==> src/rtl/bus_cycle_sequencer.sv <==
// ============================================================================
// Module   : bus_cycle_sequencer
// Brief    : PlayBus master FSM issuing setup/strobe/hold cycles per command,
//            with 8-word ROM->RAM block copy and contention abort.
// Revision : 1.0  initial release
// ============================================================================
`default_nettype none

module bus_cycle_sequencer (
    input  logic       clk,
    input  logic       n_reset,
    input  logic       start,
    input  logic [2:0] func,
    input  logic [2:0] address_in,
    input  logic       contend,
    output logic [2:0] address_out,
    output logic       n_ROMO,
    output logic       n_RAMO,
    output logic       n_SWBEN,
    output logic       n_RAMW,
    output logic       LEDLTCH,
    output logic       busy,
    output logic       done,
    output logic       error
);

    localparam logic [2:0] c_S_IDLE   = 3'd0;
    localparam logic [2:0] c_S_SETUP  = 3'd1;
    localparam logic [2:0] c_S_STROBE = 3'd2;
    localparam logic [2:0] c_S_HOLD   = 3'd3;
    localparam logic [2:0] c_S_DONE   = 3'd4;

    localparam logic [2:0] c_F_NOP   = 3'd0;
    localparam logic [2:0] c_F_BLOCK = 3'd6;
    localparam logic [2:0] c_F_RSVD  = 3'd7;
    localparam logic [2:0] c_LAST_WORD = 3'd7;

    logic [2:0] r_state;
    logic [2:0] r_func;
    logic [2:0] r_addr;
    logic       r_n_romo;
    logic       r_n_ramo;
    logic       r_n_swben;
    logic       r_n_ramw;
    logic       r_ledltch;
    logic       r_busy;
    logic       r_done;
    logic       r_error;
    logic       w_suppress;
    logic       w_led_sink;

    function automatic logic f_src_rom(input logic [2:0] f);
        return (f == 3'd1) || (f == 3'd4) || (f == 3'd6);
    endfunction

    function automatic logic f_src_ram(input logic [2:0] f);
        return (f == 3'd2);
    endfunction

    function automatic logic f_src_sw(input logic [2:0] f);
        return (f == 3'd3) || (f == 3'd5);
    endfunction

    // Every transfer code has exactly one sink: the LED latch or the RAM write.
    assign w_led_sink = (r_func == 3'd1) || (r_func == 3'd2) || (r_func == 3'd5);
    assign w_suppress = (r_state == c_S_STROBE) && contend;

    always_ff @(posedge clk or negedge n_reset) begin
        if (!n_reset) begin
            r_state   <= c_S_IDLE;
            r_func    <= c_F_NOP;
            r_addr    <= 3'd0;
            r_n_romo  <= 1'b1;
            r_n_ramo  <= 1'b1;
            r_n_swben <= 1'b1;
            r_n_ramw  <= 1'b1;
            r_ledltch <= 1'b0;
            r_busy    <= 1'b0;
            r_done    <= 1'b0;
            r_error   <= 1'b0;
        end else begin
            r_done <= 1'b0;
            case (r_state)
                c_S_IDLE: begin
                    if (start) begin
                        r_func  <= func;
                        r_error <= 1'b0;
                        if (func == c_F_NOP) begin
                            r_state <= c_S_DONE;
                            r_done  <= 1'b1;
                        end else if (func == c_F_RSVD) begin
                            r_state <= c_S_DONE;
                            r_done  <= 1'b1;
                            r_error <= 1'b1;
                        end else begin
                            r_state   <= c_S_SETUP;
                            r_busy    <= 1'b1;
                            r_addr    <= (func == c_F_BLOCK) ? 3'd0 : address_in;
                            r_n_romo  <= ~f_src_rom(func);
                            r_n_ramo  <= ~f_src_ram(func);
                            r_n_swben <= ~f_src_sw(func);
                        end
                    end
                end
                c_S_SETUP: begin
                    r_state   <= c_S_STROBE;
                    r_n_ramw  <= w_led_sink;
                    r_ledltch <= w_led_sink;
                end
                c_S_STROBE: begin
                    r_n_ramw  <= 1'b1;
                    r_ledltch <= 1'b0;
                    if (contend) begin
                        r_state   <= c_S_DONE;
                        r_done    <= 1'b1;
                        r_busy    <= 1'b0;
                        r_error   <= 1'b1;
                        r_n_romo  <= 1'b1;
                        r_n_ramo  <= 1'b1;
                        r_n_swben <= 1'b1;
                    end else begin
                        r_state <= c_S_HOLD;
                    end
                end
                c_S_HOLD: begin
                    if ((r_func == c_F_BLOCK) && (r_addr != c_LAST_WORD)) begin
                        // Source enable stays asserted across words of a block copy.
                        r_addr  <= r_addr + 3'd1;
                        r_state <= c_S_SETUP;
                    end else begin
                        r_state   <= c_S_DONE;
                        r_done    <= 1'b1;
                        r_busy    <= 1'b0;
                        r_n_romo  <= 1'b1;
                        r_n_ramo  <= 1'b1;
                        r_n_swben <= 1'b1;
                    end
                end
                c_S_DONE: begin
                    r_state <= c_S_IDLE;
                end
                default: begin
                    r_state <= c_S_IDLE;
                end
            endcase
        end
    end

    assign address_out = r_addr;
    assign n_ROMO      = r_n_romo;
    assign n_RAMO      = r_n_ramo;
    assign n_SWBEN     = r_n_swben;
    assign n_RAMW      = r_n_ramw | w_suppress;
    assign LEDLTCH     = r_ledltch & ~w_suppress;
    assign busy        = r_busy;
    assign done        = r_done;
    assign error       = r_error;

endmodule

`default_nettype wire

==> config.mk <==
export PLATFORM = sky130hd
export DESIGN_NAME = bus_cycle_sequencer
export DESIGN_NICKNAME = d
export VERILOG_FILES = /design/src/rtl/bus_cycle_sequencer.sv
export SDC_FILE = /design/constraint.sdc
export NUM_CORES = 1
export LEC_CHECK = 0
export CORE_UTILIZATION = 44
export DETAILED_ROUTE_END_ITERATION = 16
export PLACE_DENSITY_LB_ADDON = 0.1
export SLEW_MARGIN = 25
export SYNTH_ARGS = -nofsm -noshare
export SYNTH_HDL_FRONTEND = slang
export SYNTH_SLANG_ARGS = --single-unit
==> constraint.sdc <==
create_clock -name clk -period 1.65 [get_ports clk]
set_input_delay 0.2475 -clock clk [delete_from_list [all_inputs] [get_ports clk]]
set_output_delay 0.2475 -clock clk [all_outputs]
set_load 0.03 [all_outputs]
==> flow_summary_export.csv <==
group,metric,value,unit
global_routing,grt_pass1_vias,753,
floorplanning,fp-row-count,16,
floorplanning,die_h,49.6,µm
power,switching_share,0.416,
power,pwr-share-clk,0.089,
routing,wl_per_cell,13.4,µm
routing,top_layer,"met4",
cts,cts_buffers,3,
routing,wl,2.10,mm
place,dp.final_hpwl,1.57,mm
cts,clockBufferDepth,2,
floorplanning,die_w,49.6,µm
flow_run,cap_violations,0,
global_routing,grt_pass1_wl,3.46,mm
critical_path,cp.arrival,1.95,ns
timing,maxSlewHeadroom,0.787,
status,violations,"negative setup slack",
critical_path,start_kind,"register",
place,placed_cell_area,1310,µm²
global_routing,grt_start_max_net_pins,18,
timing,hold_viol_final,0,
routing,dr_wl_met2,1.00,mm
global_routing,grt_usage,0.188,
timing,final.setup.worst_slack,-0.0782,ns
yosys,synthFlopType,"dfrtp_1",
power,p_seq_frac,0.324,
timing,slew_violations,0,
critical_path,worstPathRequired,1.88,ns
place,port_buffers,20,
worst_hold_path,hp-class,"input pin to async pin",
place,routabilityCongestion,0.778,
status,status,"finished with violations",
floorplanning,core_area,2040,µm²
yosys,synthTopCellsByCount,"13 x dfrtp_1, 9 x nor2_1, 8 x nand2_1",
routing,ant_nets,0,
final_layout,fin_area,1400,µm²
critical_path,reg2reg_from,"address_out[0]",
cts,cts_num_sinks,17,
power,p_total,2.53,mW
routing,num_vias,789,
timing,setup_viol,7,
yosys,synthCells,90,
power,power_frac_comb,0.587,
power,p_leak,0.662,nW
final_layout,drive_above_1_share,0.442,
routing,first_iter_violations,13,
timing,whs,0.266,ns
yosys,ys_warn_count,0,
routing,firstDrtPassIters,5,
critical_path,critical_path.max_fanout,4,
routing,vias_per_cell,5.06,
routing,wl_met3,73,µm
final_layout,area_growth,40.5,%
final_layout,fillerInstances,167,
power,p_int,1.48,mW
timing,worst_pin_slew,0.320,ns
cts,path_clk_slew,0.10,ns
timing,fin_crit_sh,1.05,
yosys,syn-cell-area,996,µm²
yosys,ys_ff_latch,17,
global_routing,grt_antenna_before_repair,0,
critical_path,ff2ff_path_depth,6,
yosys,syn-mean-instance-area,11.1,µm²
critical_path,reg2reg_slack,-0.08,ns
cts,cts_hold_buf,0,
yosys,async_flop_share,1.00,
timing,fin_crit,1.73,ns
yosys,syn_nets,102,
global_routing,overflow,0,
critical_path,crit_path_end_kind,"register",
power,vdd_drop_max,1040,µV
yosys,ys_types,39,
final_layout,antenna_cells,0,
floorplanning,dieArea,2460,µm²
cts,insertion_delay,0.29,ns
yosys,synth_edf_count,0,
cts,cts_tree,"yes",
place,pre_cts_ws,-0.124,ns
routing,wl_met1,1.01,mm
timing,fmax,579,MHz
timing,skew,0.00138,ns
critical_path,path_class,"register to register",
yosys,synthTopCellsByArea,"dfrtp_1 33%, dfstp_2 11%, mux2_4 9.0%",
yosys,seq_area_frac_synth,0.432,
floorplanning,start_util,0.488,
final_layout,fin_nets,142,
routing,drc,0,
power,p_per_area,1810,nW/µm²
timing,rsz0062_at_grt,"true",
cts,htreeDepth,1,
cts,clock-root-buffer,"clkbuf_4",
yosys,synth_top_cell_by_area,"dfrtp_1",
floorplanning,io_pins,21,
timing,fin_setup_tns,-0.306,ns
power,switchingPower,1.05,mW
yosys,synth.top_cell.area_share,0.327,
yosys,synth_most_common_cell,"dfrtp_1",
critical_path,rr_endpoint,"n_ROMO",
-- worst max path at each step --
stage / endpoint / cells past startpoint / start
after floorplan: n_RAMO / 6 / address_out[1]
after detailed placement: address_out[0] / 5 / func[0]
after CTS: n_ROMO / 6 / address_out[0]
after global placement: n_ROMO / 6 / address_out[1]
final: n_ROMO / 6 / address_out[0]
after global routing: n_RAMO / 6 / address_out[0]
-- worst max-delay path, cell delays in order, from the launching register on --
cell and delay [ns]:
dfrtp_2 0.44, ha_4 0.17, ha_4 0.14, and4bb_4 0.32
a211oi_4 0.08, a21oi_4 0.21, mux2_4 0.32
-- repair_timing --
item,CTS,global route
gates resized for setup,11,2
pin swaps,4,0
endpoints found under the hold margin,0,0
setup buffers,2,3
endpoints found under the setup margin,13,9
-- layer usage --
metal	GRT usage	up-vias
li1	-	398
met4	0.0571	0
met1	0.263	371
met2	0.293	18
met5	0	-
met3	0.0370	2
-- power groups by stage --
| stage | Combinational [mW] | Sequential (mW) | Clock, mW |
|---|---|---|---|
| floorplan | 0.779 | 0.962 | 0 |
| global placement | 1.40 | 0.798 | 0 |
| detailed placement | 1.42 | 0.807 | 0 |
| CTS | 1.44 | 0.825 | 0.231 |
| global route | 1.60 | 0.849 | 0.260 |
| finish | 1.48 | 0.821 | 0.225 |
-- metrics by stage --
step                utilization  instances
floorplan                     -         90
global placement          0.640        147
detailed placement        0.640        147
CTS                       0.671        153
global route              0.685        156
finish                    0.685        156
-- placed cells by master, fill, tap and decap left out, types with 2 or more instances in the layout --
cell type	synthesis	routed
buf_4	1	19
mux2_4	6	6
mux2_2	3	3
ha_4	0	2
dfstp_2	4	4
clkbuf_4	0	3
o22ai_1	4	4
clkdlybuf4s50_1	0	12
nand2_1	8	7
o21ai_0	3	3
a22o_1	2	2
dfrtp_1	13	10
inv_1	4	4
a21oi_1	3	3
dfrtp_2	0	3
dlygate4sd2_1	0	6
nand3_1	3	3
nor2_1	9	8
nor2_2	1	2
-- area by class of cell --
cell class,count,area (µm²),area share
Timing Repair Buffer,38,327,0.233
Tap cell,27,33.8,0.0242
Multi-Input combinational cell,66,562,0.402
Sequential cell,17,434,0.310
Clock buffer,3,22.5,0.0161
Clock inverter,1,5.00,0.00358
Inverter,4,15.0,0.0107
-- kinds of logic (layout without fill, tap and decap cells) --
| logic type | count (synthesis) | in the layout | share of synthesized area |
|---|---|---|---|
| flip-flops | 17 | 17 | 0.432 |
| AND/OR/NAND/NOR | 35 | 35 | 0.210 |
| adder cells (fa/ha/maj) | 2 | 2 | 0.0251 |
| buffers and inverters | 7 | 46 | 0.0389 |
| XOR/XNOR | 1 | 1 | 0.00880 |
| multiplexers | 9 | 9 | 0.124 |
| AO/OA/AOI/OAI | 19 | 19 | 0.161 |
(Power assumes the default switching activity.)
